[config.mk]
export PLATFORM = sky130hd
export DESIGN_NAME = instr_mem_loader
export DESIGN_NICKNAME = d
export VERILOG_FILES = /design/src/rtl/instr_mem_loader.sv
export SDC_FILE = /design/constraint.sdc
export NUM_CORES = 1
export LEC_CHECK = 0
export CORE_AREA = 10 10 86 88
export DETAILED_ROUTE_END_ITERATION = 10
export DIE_AREA = 0 0 96 98
export GPL_ROUTABILITY_DRIVEN = 0
export PLACE_DENSITY = 0.83
export SETUP_SLACK_MARGIN = 0.3
export SLEW_MARGIN = 5
export SYNTH_ARGS = -nofsm -noshare
export SYNTH_HDL_FRONTEND = slang
export SYNTH_SLANG_ARGS = --single-unit
[constraint.sdc]
create_clock -name clk -period 3.9 [get_ports clk]
set_input_delay 0.585 -clock clk [delete_from_list [all_inputs] [get_ports clk]]
set_output_delay 0.585 -clock clk [all_outputs]
set_load 0.05 [all_outputs]
[src/rtl/instr_mem_loader.sv]
`default_nettype none
// ============================================================================
//  Module   : instr_mem_loader
//  Purpose  : Receives a framed program image (length header, payload words,
//             XOR checksum trailer) over valid/ready and writes the payload
//             sequentially into instruction memory starting at address 0.
//  Revision : 1.0 - initial release
// ============================================================================
module instr_mem_loader #(
  parameter int DATA_W    = 16,
  parameter int ADDR_W    = 9,
  parameter int MEM_DEPTH = 512
) (
  input  logic              clk,
  input  logic              rst,
  input  logic              start,
  input  logic              in_valid,
  input  logic [DATA_W-1:0] in_data,
  output logic              in_ready,
  output logic              mem_we,
  output logic [ADDR_W-1:0] mem_addr,
  output logic [DATA_W-1:0] mem_wdata,
  output logic [ADDR_W:0]   words_loaded,
  output logic              fin_file,
  output logic              err
);

  localparam logic [DATA_W-1:0] C_DEPTH = DATA_W'(MEM_DEPTH);
  localparam logic [ADDR_W:0]   C_ONE   = (ADDR_W+1)'(1);

  typedef enum logic [2:0] {
    S_IDLE = 3'd0,
    S_HDR  = 3'd1,
    S_LOAD = 3'd2,
    S_CHK  = 3'd3,
    S_DONE = 3'd4,
    S_ERR  = 3'd5
  } state_t;

  state_t              state_q, state_d;
  logic                in_ready_q, in_ready_d;
  logic                mem_we_q, mem_we_d;
  logic [ADDR_W-1:0]   mem_addr_q, mem_addr_d;
  logic [DATA_W-1:0]   mem_wdata_q, mem_wdata_d;
  logic [ADDR_W:0]     wl_q, wl_d;
  logic                fin_q, fin_d;
  logic                err_q, err_d;
  logic [ADDR_W:0]     len_q, len_d;
  logic [DATA_W-1:0]   chk_q, chk_d;

  logic                w_hs;
  logic [ADDR_W:0]     w_wl_inc;

  // A word is consumed whenever the host offers one while we are ready
  assign w_hs     = in_valid & in_ready_q;
  assign w_wl_inc = wl_q + C_ONE;

  // State register and registered outputs
  always_ff @(posedge clk) begin
    if (rst) begin
      state_q     <= S_IDLE;
      in_ready_q  <= 1'b0;
      mem_we_q    <= 1'b0;
      mem_addr_q  <= '0;
      mem_wdata_q <= '0;
      wl_q        <= '0;
      fin_q       <= 1'b0;
      err_q       <= 1'b0;
      len_q       <= '0;
      chk_q       <= '0;
    end else begin
      state_q     <= state_d;
      in_ready_q  <= in_ready_d;
      mem_we_q    <= mem_we_d;
      mem_addr_q  <= mem_addr_d;
      mem_wdata_q <= mem_wdata_d;
      wl_q        <= wl_d;
      fin_q       <= fin_d;
      err_q       <= err_d;
      len_q       <= len_d;
      chk_q       <= chk_d;
    end
  end

  // Next-state logic; status outputs are derived from the next state so they
  // line up with the state register after the edge
  always_comb begin
    state_d     = state_q;
    mem_we_d    = 1'b0;
    mem_addr_d  = mem_addr_q;
    mem_wdata_d = mem_wdata_q;
    wl_d        = wl_q;
    len_d       = len_q;
    chk_d       = chk_q;

    case (state_q)
      S_IDLE, S_DONE, S_ERR: begin
        if (start) begin
          state_d    = S_HDR;
          wl_d       = '0;
          mem_addr_d = '0;
          chk_d      = '0;
          len_d      = '0;
        end
      end
      S_HDR: begin
        if (w_hs) begin
          len_d = in_data[ADDR_W:0];
          // Full-width compare also rejects any stray upper header bits
          if ((in_data == '0) || (in_data > C_DEPTH)) begin
            state_d = S_ERR;
          end else begin
            state_d = S_LOAD;
          end
        end
      end
      S_LOAD: begin
        if (w_hs) begin
          mem_we_d    = 1'b1;
          mem_addr_d  = wl_q[ADDR_W-1:0];
          mem_wdata_d = in_data;
          chk_d       = chk_q ^ in_data;
          wl_d        = w_wl_inc;
          if (w_wl_inc == len_q) begin
            state_d = S_CHK;
          end
        end
      end
      S_CHK: begin
        if (w_hs) begin
          state_d = (in_data == chk_q) ? S_DONE : S_ERR;
        end
      end
      default: state_d = S_IDLE;
    endcase

    in_ready_d = (state_d == S_HDR) || (state_d == S_LOAD) || (state_d == S_CHK);
    fin_d      = (state_d == S_DONE);
    err_d      = (state_d == S_ERR);
  end

  assign in_ready     = in_ready_q;
  assign mem_we       = mem_we_q;
  assign mem_addr     = mem_addr_q;
  assign mem_wdata    = mem_wdata_q;
  assign words_loaded = wl_q;
  assign fin_file     = fin_q;
  assign err          = err_q;

endmodule
`default_nettype wire

==> results of run 1 <==
flip-flops by register name, summed over array words and instances, names as in the netlist:
register      count
mem_wdata        16
len_q            10
chk_q            16
mem_addr          9
words_loaded     10
in_ready          1
state_q           3
mem_we            1
err               1
fin_file          1
worst min path at each step:
stage                     to  slack (ns)  cells past startpoint
3_5_place_dp   mem_wdata[13]        0.45                      2
6_report       mem_wdata[13]        0.45                      2
2_1_floorplan       len_q[0]        0.44                      2
3_3_place_gp     mem_addr[0]        0.44                      2
4_1_cts        mem_wdata[13]        0.46                      2
5_1_grt        mem_wdata[11]        0.48                      2
cells by family (layout without fill, tap and decap cells):
| logic type | Yosys count | count (layout) | share of synthesized area |
|---|---|---|---|
| buffers and inverters | 24 | 79 | 0.0338 |
| adder cells (fa/ha/maj) | 1 | 1 | 0.00402 |
| multiplexers | 1 | 1 | 0.00322 |
| XOR/XNOR | 28 | 28 | 0.0788 |
| flip-flops | 68 | 68 | 0.437 |
| AO/OA/AOI/OAI | 103 | 103 | 0.192 |
| AND/OR/NAND/NOR | 172 | 172 | 0.251 |
placed cells by master (no fill, tap or decap), drive strengths merged, types with 3 or more instances in the layout:
cell / instances
nor2: 55
a21oi: 56
nor3: 7
o21ai: 21
or2: 3
buf: 5
nand2: 61
nand2b: 3
clkbuf: 10
nor4: 5
nand3: 19
xnor2: 25
a21o: 3
dfxtp: 68
a22oi: 12
clkdlybuf4s50: 57
xor2: 3
nand4: 4
routing by layer:
| layer | track usage | vias to the layer above | part of all wire |
|---|---|---|---|
| li1 | - | 1482 | - |
| met1 | 0.217 | 1394 | 0.45 |
| met2 | 0.264 | 67 | 0.47 |
| met3 | 0.0490 | 15 | 0.063 |
| met4 | 0.0692 | 0 | 0.017 |
| met5 | 0 | - | 0 |
cell type report:
cell class              instances  area [um^2]  share of cell area
repair buffers                 62          606               0.154
clock inverters                 6         88.8              0.0226
flip-flops and latches         68         1360               0.347
well taps                      75         93.8              0.0239
clock buffers                  10          128              0.0325
multi-input cells             305         1650               0.419
inverters                       1         3.75            0.000956
stage by stage:
step / utilization / instance area [um^2] / worst slack [ns] / hold WS [ns] / total power (uW)
after floorplan: - / 3110 / 1.76 / 0.444 / 777
after global placement: 0.646 / 3710 / 1.10 / 0.440 / 821
after detailed placement: 0.646 / 3710 / 1.05 / 0.448 / 823
after CTS: 0.683 / 3930 / 1.40 / 0.457 / 1440
after global routing: 0.683 / 3930 / 1.19 / 0.480 / 1490
final: 0.683 / 3930 / 1.40 / 0.454 / 1440
worst register-to-register path: cells and delay by family, from the launching register on:
family	cells	cell delay, ns
AOI/OAI and AO/OA	2	0.65
DFF	1	0.55
and+or+nand+nor	4	1.20
power by group:
part	internal, uW	switching [uW]
clock network	360	275
registers	699	5.54
logic	40.3	63.2
total	1100	344
==> results.tsv, run 1 <==
stage	metric	value	unit
worst_setup_path	ff2ff_path_depth	6	
global_route	grt_antenna_before_repair	0	
timing	fin_clk_skew	0.00713	ns
global_route	grt_pass1_wl	13300	um
finish	layoutNonFillerInstCount	527	
synth	syn_area	3110	um^2
cts	cts-hold-fix-buffers	0	
drt	drt_drc_violations_left	0	
finish	antenna_cells	0	
worst_setup_path	regToRegStartpoint	state_q[1]	
worst_setup_path	cp_num_cells	7	
timing	finalSetupViolations	0	
timing	layout_min_cycle_time	2.50	ns
floorplan	floorplan.io_pins	59	
global_route	gr_overflow_total	0	
status	run_status	complete, no violations	
timing	timing_worst_slew_pin_value	1.06	ns
timing	final_max_slew_viol_count	0	
timing	max_freq	401	MHz
worst_setup_path	rr_endpoint	state_q[0]	
worst_setup_path	worst-endpoint-required	4.14	ns
hold_path	hold_path.class	reg2reg	
finish	fin_nets	468	
drt	antenna_violating_nets_post_route	0	
place	port-buffer-count	58	
drt	vias_per_std_cell	5.61	
synth	yosysWarningCount	0	
synth	synthDominantCellAreaShare	0.437	
place	post-place-cells	511	
drt	dr.first_iter.drc_count	156	
worst_setup_path	ff2ff_setup_slack	1.43	ns
synth	synth_top_cells_by_area	dfxtp_1 44%, a21oi_1 8.8%, nand2_1 7.4%, xnor2_1 7.0%, nor2_1 6.6%	
synth	ys_types	44	
worst_setup_path	critical-path-max-stage-delay	0.52	ns
worst_setup_path	cp-start-kind	input pin	
global_route	globalRouteTotalUtil	0.171	
synth	synth-edff-count	0	
place	dp_hpwl	5630	um
synth	yosys.cell_count.top_type	dfxtp_1	
synth	synth_cells	397	
cts	cts_resized	0	
worst_setup_path	timing.critical_path.buf_inv	1	
worst_setup_path	critical_path.endpoint	fin_file	
synth	synth-async-reset-ratio	0	
cts	tritoncts	built	
drt	finalWirelength	8060	um
floorplan	die-area	9410	um^2
synth	synth_fp_nets	418	
floorplan	chipHeight	98	um
worst_setup_path	timing.critical_path.from	in_data[3]	
finish	n_fill_cell	497	
synth	postSynthRegisterBits	68	
floorplan	coreArea	5750	um^2
cts	cts.path.max_buffers	2	
finish	final_layout_size_suffix_gt1_frac	0.0642	
pwr	maximum_vdd_drop	0.268	mV
finish	synthToLayoutAreaGrowth	26.2	%
worst_setup_path	worstPathMaxFanout	5	
pwr	p_per_area	368	nW/um^2
worst_setup_path	critical_path.slowest_cell	clkdlybuf4s50_1	
cts	cts-root-buf	clkbuf_8	
floorplan	start_util	0.542	
cts	cts_made_buffers	9	
synth	register_area_share_after_synthesis	0.437	
synth	yosysTopAreaCell	dfxtp_1	
synth	postSynthAreaPerCell	7.84	um^2
timing	max_slew_margin	0.291	
drt	dr_total_vias	2958	
synth	synth_top_flop_cell	dfxtp_1	
drt	first_pass_iters	5	
global_route	grt_max_degree	45	
run	maxCapViolCount	0	
global_route	number_of_global_route_vias_before_repair	2855	
worst_setup_path	timing_worst_setup_path_type	in2reg	
floorplan	die_w	96	um
worst_setup_path	crit_arrival	2.73	ns
cts	h-tree-depth	3	
drt	wl_per_cell	15.3	um
worst_setup_path	crit_chain	clkdlybuf4s50_1 > nor4_1 > nand3_1 > xnor2_1 > or4b_1 > a21o_1 > and3b_2	
floorplan	num_rows	28	
timing	finalCritPeriodShare	0.640	
timing	final_hold_viol_count	0	
worst_setup_path	cp_top_family	simple AND/OR/NAND/NOR gates	
hold_path	holdCritStartpoint	mem_wdata[13]	
cts	cts_post_setup_buffers_inserted	0	
cts	clk_pin_slew	0.07	ns
pwr	leakagePower	0.00136	uW
timing	rsz0062_at_grt	false	
synth	post_synth_top_cells	68 x dfxtp_1, 61 x nand2_1, 55 x a21oi_1, 55 x nor2_1, 25 x xnor2_1	
cts	cts.sink_count	68	
cts	clock_latency_at_the_later_pin_of_the_worst_skew_pair	0.34	ns
worst_setup_path	worst_setup_path_end_kind	flip-flop	
timing	final.setup.tns	0	ns
(Power assumes the default switching activity.)
==> run 2: changes to the inputs <==
--- a/config.mk
+++ b/config.mk
@@ -5,11 +5,11 @@
 export SDC_FILE = /design/constraint.sdc
 export NUM_CORES = 1
 export LEC_CHECK = 0
-export CORE_AREA = 10 10 86 88
+export CORE_AREA = 10 10 89 91
 export DETAILED_ROUTE_END_ITERATION = 10
-export DIE_AREA = 0 0 96 98
+export DIE_AREA = 0 0 99 101
 export GPL_ROUTABILITY_DRIVEN = 0
-export PLACE_DENSITY = 0.83
+export PLACE_DENSITY = 0.78
 export SETUP_SLACK_MARGIN = 0.3
 export SLEW_MARGIN = 5
 export SYNTH_ARGS = -nofsm -noshare
==> constraint.sdc (replaced) <==
create_clock -name clk -period 2.45 [get_ports clk]
set_input_delay 0.3675 -clock clk [delete_from_list [all_inputs] [get_ports clk]]
set_output_delay 0.3675 -clock clk [all_outputs]
set_load 0.05 [all_outputs]
==> results.tsv, run 2 (synthesis results as in run 1) <==
stage	metric	value	unit	change
drt	antenna_violating_nets_post_route	0		unchanged
cts	tritoncts	built		
cts	cts.path.max_buffers	2		unchanged
floorplan	floorplan.io_pins	59		unchanged
pwr	leakagePower	0.00152	uW	+12%
drt	dr_total_vias	3057		+3.3%
finish	layoutNonFillerInstCount	545		+3.4%
worst_setup_path	cp_num_cells	1		-6
timing	timing_worst_slew_pin_value	0.597	ns	-0.463 ns
worst_setup_path	cp-start-kind	flip-flop		
finish	reg_area	1370	um^2	+0.37%
worst_setup_path	critical_path.endpoint	words_loaded[5]		
worst_setup_path	crit_chain	clkdlybuf4s50_1		
finish	final_layout_size_suffix_gt1_frac	0.120		+0.0555
global_route	grt_pass1_wl	13900	um	+4.8%
worst_setup_path	timing.critical_path.from	words_loaded[5]		
finish	fin_nets	484		+3.4%
drt	first_pass_iters	5		unchanged
worst_setup_path	crit_arrival	1.68	ns	-1.05 ns
floorplan	start_util	0.502		-0.0401
worst_setup_path	ff2ff_path_depth	5		-1
drt	finalWirelength	8600	um	+6.7%
timing	finalCritPeriodShare	0.837		
finish	final_cell_mix	64 x dfxtp_1, 61 x nand2_1, 55 x a21oi_1		
global_route	grt_max_degree	46		+2.2%
timing	max_freq	488	MHz	
finish	multi_input_area	1670	um^2	+1.7%
place	port-buffer-count	58		unchanged
worst_setup_path	rr_endpoint	err		
floorplan	chipHeight	101	um	+3.1%
worst_setup_path	timing_worst_setup_path_type	reg2out		
finish	layout_commonest_cell	dfxtp_1		
worst_setup_path	worst-endpoint-required	2.08	ns	-2.06 ns
place	dp_hpwl	5880	um	+4.4%
timing	max_slew_margin	0.601		+0.310
global_route	gr_overflow_total	0		unchanged
timing	finalSetupViolations	0		unchanged
timing	setup_ws	0.399	ns	-1.00 ns
worst_setup_path	critical_path.slowest_cell	clkdlybuf4s50_1		
pwr	maximum_vdd_drop	0.462	mV	+72%
drt	drt_drc_violations_left	0		unchanged
timing	final_hold_viol_count	0		unchanged
worst_setup_path	cp_top_family	buffers and inverters		
finish	synthToLayoutAreaGrowth	32.9	%	
finish	antenna_cells	0		unchanged
status	run_status	complete, no violations		
cts	clk_pin_slew	0.08	ns	about the same
drt	wl_per_cell	15.8	um	+3.1%
hold_path	hold_path.class	in2reg		
cts	cts.sink_count	68		unchanged
worst_setup_path	timing.critical_path.buf_inv	1		unchanged
global_route	globalRouteTotalUtil	0.169		-0.00275
worst_setup_path	critical-path-max-stage-delay	0.87	ns	+0.35 ns
floorplan	num_rows	29		+3.6%
worst_setup_path	worst_setup_path_end_kind	primary output		
timing	layout_min_cycle_time	2.05	ns	
worst_setup_path	regToRegStartpoint	words_loaded[1]		
pwr	report.power.total	2450	uW	+70%
pwr	p_per_area	592	nW/um^2	+61%
drt	dr.first_iter.drc_count	194		+24%
timing	fin_clk_skew	0.00715	ns	+0.0000216 ns
place	post-place-cells	529		+3.5%
floorplan	die_w	99	um	+3.1%
global_route	grt_antenna_before_repair	0		unchanged
global_route	number_of_global_route_vias_before_repair	2880		+0.88%
worst_setup_path	ff2ff_setup_slack	0.42	ns	-1.01 ns
run	maxCapViolCount	0		unchanged
floorplan	coreArea	6200	um^2	+8.0%
timing	rsz0062_at_grt	true		
place	dp_slack	-0.0644	ns	-1.11 ns
cts	h-tree-depth	3		unchanged
cts	cts-root-buf	clkbuf_8		
worst_setup_path	worstPathMaxFanout	9		+4
cts	clock_latency_at_the_later_pin_of_the_worst_skew_pair	0.35	ns	about the same
finish	n_fill_cell	532		+7.0%
drt	vias_per_std_cell	5.61		about the same
timing	final_max_slew_viol_count	0		unchanged
cts	cts_made_buffers	9		unchanged
floorplan	die-area	10000	um^2	+6.3%
[run 2: timing repair]
action	4_1_cts	5_1_grt
pin swaps	2	4
setup endpoints to repair	5	15
setup buffers	0	0
endpoints found under the hold margin	0	0
hold buffers	0	0
gates resized for setup	3	13
[run 2: how the worst min path moves through the flow]
stage                     slack (ns)            end  cells past startpoint           from
after floorplan                 0.44       len_q[0]                      2       len_q[0]
after global placement          0.44    mem_addr[0]                      2    mem_addr[0]
after detailed placement        0.45  mem_wdata[10]                      2  mem_wdata[10]
after CTS                       0.43       chk_q[7]                      2            rst
after global routing            0.45      chk_q[10]                      2            rst
final                           0.44       chk_q[7]                      2            rst
[run 2: per-stage QoR]
step                      hold WS [ns]  area [um^2]  utilization  TNS [ns]
after global routing             0.448         4140        0.666         0
after CTS                        0.425         4090        0.660         0
after global placement           0.440         3840        0.620   -0.0990
after detailed placement         0.448         3840        0.620    -0.113
after floorplan                  0.444         3110            -         0
final                            0.441         4140        0.666         0
[run 2: per-layer routing]
metal,track usage,vias up,part of all wire
li1,-,1514,-
met1,0.206,1425,0.45
met2,0.270,99,0.47
met3,0.0439,19,0.052
met4,0.0794,0,0.025
met5,0,-,0
[run 2: report_power, final]
part	total (uW)	switching [uW]	internal, uW	leakage (uW)
clock	1140	433	703	0.000122
combinational	189	108	80.3	0.000846
sequential	1120	9.21	1110	0.000551
total	2450	551	1900	0.00152
[run 2: layout make-up]
type | instances | area share
inverter | 1 | 0.000908
timing repair buffer | 78 | 0.180
tap | 77 | 0.0233
sequential | 68 | 0.330
clock inverter | 6 | 0.0269
clock buffer | 10 | 0.0333
multi-input combinational | 305 | 0.405
==> run 3: changes to the inputs <==
--- a/config.mk
+++ b/config.mk
@@ -5,11 +5,11 @@
 export SDC_FILE = /design/constraint.sdc
 export NUM_CORES = 1
 export LEC_CHECK = 0
-export CORE_AREA = 10 10 89 91
+export CORE_AREA = 10 10 93 95
 export DETAILED_ROUTE_END_ITERATION = 10
-export DIE_AREA = 0 0 99 101
+export DIE_AREA = 0 0 103 105
 export GPL_ROUTABILITY_DRIVEN = 0
-export PLACE_DENSITY = 0.78
+export PLACE_DENSITY = 0.74
 export SETUP_SLACK_MARGIN = 0.3
 export SLEW_MARGIN = 5
 export SYNTH_ARGS = -nofsm -noshare
==> constraint.sdc (replaced) <==
create_clock -name clk -period 1.7 [get_ports clk]
set_input_delay 0.255 -clock clk [delete_from_list [all_inputs] [get_ports clk]]
set_output_delay 0.255 -clock clk [all_outputs]
set_load 0.05 [all_outputs]
==> results.tsv, run 3 (synthesis results as in run 1) <==
stage	metric	value	unit	change
status	run_status	finished, violations left		
status	failed_checks	negative setup slack		
worst_setup_path	rr_endpoint	err		
drt	wl_per_cell	21.2	um	+34%
global_route	grt_pass1_wl	15700	um	+12%
floorplan	die-area	10800	um^2	+8.2%
worst_setup_path	worstPathMaxFanout	10		+1
worst_setup_path	regToRegStartpoint	words_loaded[4]		
drt	first_pass_iters	7		+2
timing	final_max_slew_viol_count	0		unchanged
pwr	p_per_area	706	nW/um^2	+19%
worst_setup_path	worst-endpoint-required	1.99	ns	-0.09 ns
cts	tritoncts	built		
drt	finalWirelength	12700	um	+47%
pwr	net_switching_power	937	uW	+70%
floorplan	start_util	0.461		-0.0410
run	maxCapViolCount	0		unchanged
worst_setup_path	ff2ff_setup_slack	-0.09	ns	-0.51 ns
finish	final_cell_mix	81 x buf_4, 56 x dfxtp_1, 44 x nor2_1		
cts	cts.path.max_buffers	2		unchanged
drt	antenna_violating_nets_post_route	0		unchanged
pwr	seqPwrFrac	0.433		-0.026
timing	finalSetupViolations	3		+3
finish	final_layout_size_suffix_gt1_frac	0.516		+0.397
drt	vias_per_std_cell	6.19		+10%
place	dp_hpwl	6230	um	+6.0%
cts	clk_pin_slew	0.08	ns	about the same
finish	antenna_cells	0		unchanged
pwr	p_int	2780	uW	+47%
hold_path	hold_path.class	in2reg		
drt	dr_wl_met3	1080	um	+140%
timing	final_hold_viol_count	0		unchanged
drt	wl_met1	4890	um	+26%
global_route	number_of_global_route_vias_before_repair	3263		+13%
place	placedInstanceArea	4030	um^2	+4.8%
global_route	grt_antenna_before_repair	0		unchanged
timing	fin_clk_skew	0.00951	ns	+0.00236 ns
timing	rsz0062_at_grt	true		
pwr	share_clk_of_total_power	0.448		-0.016
timing	final.setup.tns	-0.204	ns	-0.204 ns
pwr	maximum_vdd_drop	0.529	mV	+15%
drt	top_layer	met4		
cts	cts.sink_count	68		unchanged
global_route	grt_max_degree	37		-20%
hold_path	holdCritStartpoint	in_data[5]		
place	dp_slack	-0.639	ns	-0.575 ns
place	post-place-cells	551		+4.2%
global_route	globalRouteTotalUtil	0.178		+0.00938
hold_path	hold_path_depth	4		+2
global_route	gr_overflow_total	0		unchanged
timing	timing_worst_slew_pin_value	0.493	ns	-0.104 ns
pwr	power_frac_comb	0.119		+0.042
worst_setup_path	cp-start-kind	flip-flop		
finish	synthToLayoutAreaGrowth	69.4	%	
cts	cts_made_buffers	9		unchanged
place	port-buffer-count	58		unchanged
worst_setup_path	ff2ff_path_depth	5		unchanged
drt	dr.first_iter.drc_count	351		+81%
cts	clock_latency_at_the_later_pin_of_the_worst_skew_pair	0.36	ns	about the same
timing	max_slew_margin	0.672		+0.0708
drt	drt_drc_violations_left	0		unchanged
cts	h-tree-depth	3		unchanged
hold_path	hold_path_end	mem_wdata[5]		
timing	max_freq	558	MHz	
finish	stdcell_area	5270	um^2	+27%
timing	finalCritPeriodShare	1.05		
floorplan	num_rows	30		+3.4%
floorplan	floorplan.io_pins	59		unchanged
pwr	leakagePower	0.00210	uW	+38%
drt	dr_total_vias	3696		+21%
drt	route.met2.wl	6180	um	+52%
worst_setup_path	crit_arrival	2.08	ns	+0.40 ns
finish	layoutNonFillerInstCount	597		+9.5%
worst_setup_path	timing_worst_setup_path_type	reg2reg		
finish	layout_commonest_cell	buf_4		
worst_setup_path	worst_setup_path_end_kind	flip-flop		
floorplan	die_w	103	um	+4.0%
timing	setup_ws	-0.0917	ns	-0.491 ns
finish	fin_nets	533		+10%
floorplan	chipHeight	105	um	+4.0%
cts	cts-root-buf	clkbuf_8		
pwr	power.share.switching	0.252		+0.0269
floorplan	coreArea	6760	um^2	+8.9%
timing	layout_min_cycle_time	1.79	ns	
-- run 3: cell types whose count changed in the layout (fill, tap and decap cells not counted), sizes merged, moves of 4 or more --
cell | previous run | this run
dlygate4sd2 | 2 | 9
buf | 21 | 106
clkdlybuf4s50 | 51 | 2
dlymetal6s2s | 4 | 0
clkbuf | 10 | 18
-- run 3: routing by layer --
layer  vias up  global-route usage
met5         -                   0
met4         0              0.0835
met3        59              0.0481
met2       228               0.277
met1      1790               0.220
li1       1619                   -
-- run 3: what timing repair did --
action / CTS / global route
cloned: 3 / 4
hold buffers: 0 / 0
endpoints found under the setup margin: 52 / 67
setup buffers: 16 / 7
pin swaps: 49 / 45
gates resized for setup: 76 / 132
-- run 3: final cells by class --
cell class	instances	area [um^2]
multi-input combinational	307	2360
fill	393	1490
sequential	68	1390
timing repair buffer	125	1160
clock buffer	11	174
tap	80	100
clock inverter	5	78.8
inverter	1	3.75
-- run 3: stage by stage --
step,hold WS [ns],utilization,total power [uW]
after CTS,0.268,0.690,3620
after global routing,0.304,0.780,3800
after global placement,0.440,0.597,1940
final,0.295,0.780,3720
after detailed placement,0.448,0.597,1950
after floorplan,0.391,-,1790
-- run 3: power groups by stage --
stage	clock network (uW)	logic (uW)	registers [uW]
global placement	0	297	1650
detailed placement	0	302	1650
finish	1670	442	1610
floorplan	0	138	1650
CTS	1660	352	1610
global route	1730	459	1610
-- run 3: worst max path at each step --
stage	to	depth (start not counted)	start	slack, ns
global route	err	8	words_loaded[0]	-0.15
detailed placement	fin_file	7	in_data[3]	-0.64
CTS	fin_file	6	in_ready	0.06
floorplan	fin_file	6	in_data[3]	-0.06
global placement	fin_file	7	in_data[3]	-0.64
finish	err	5	words_loaded[4]	-0.09
-- run 3: critical path, cell delays in order, from the launching register on --
cell and delay [ns]:
dfxtp_4 0.39, xnor2_1 0.18, or4b_4 0.54, a21oi_2 0.17, nand4_1 0.23, a21oi_1 0.21
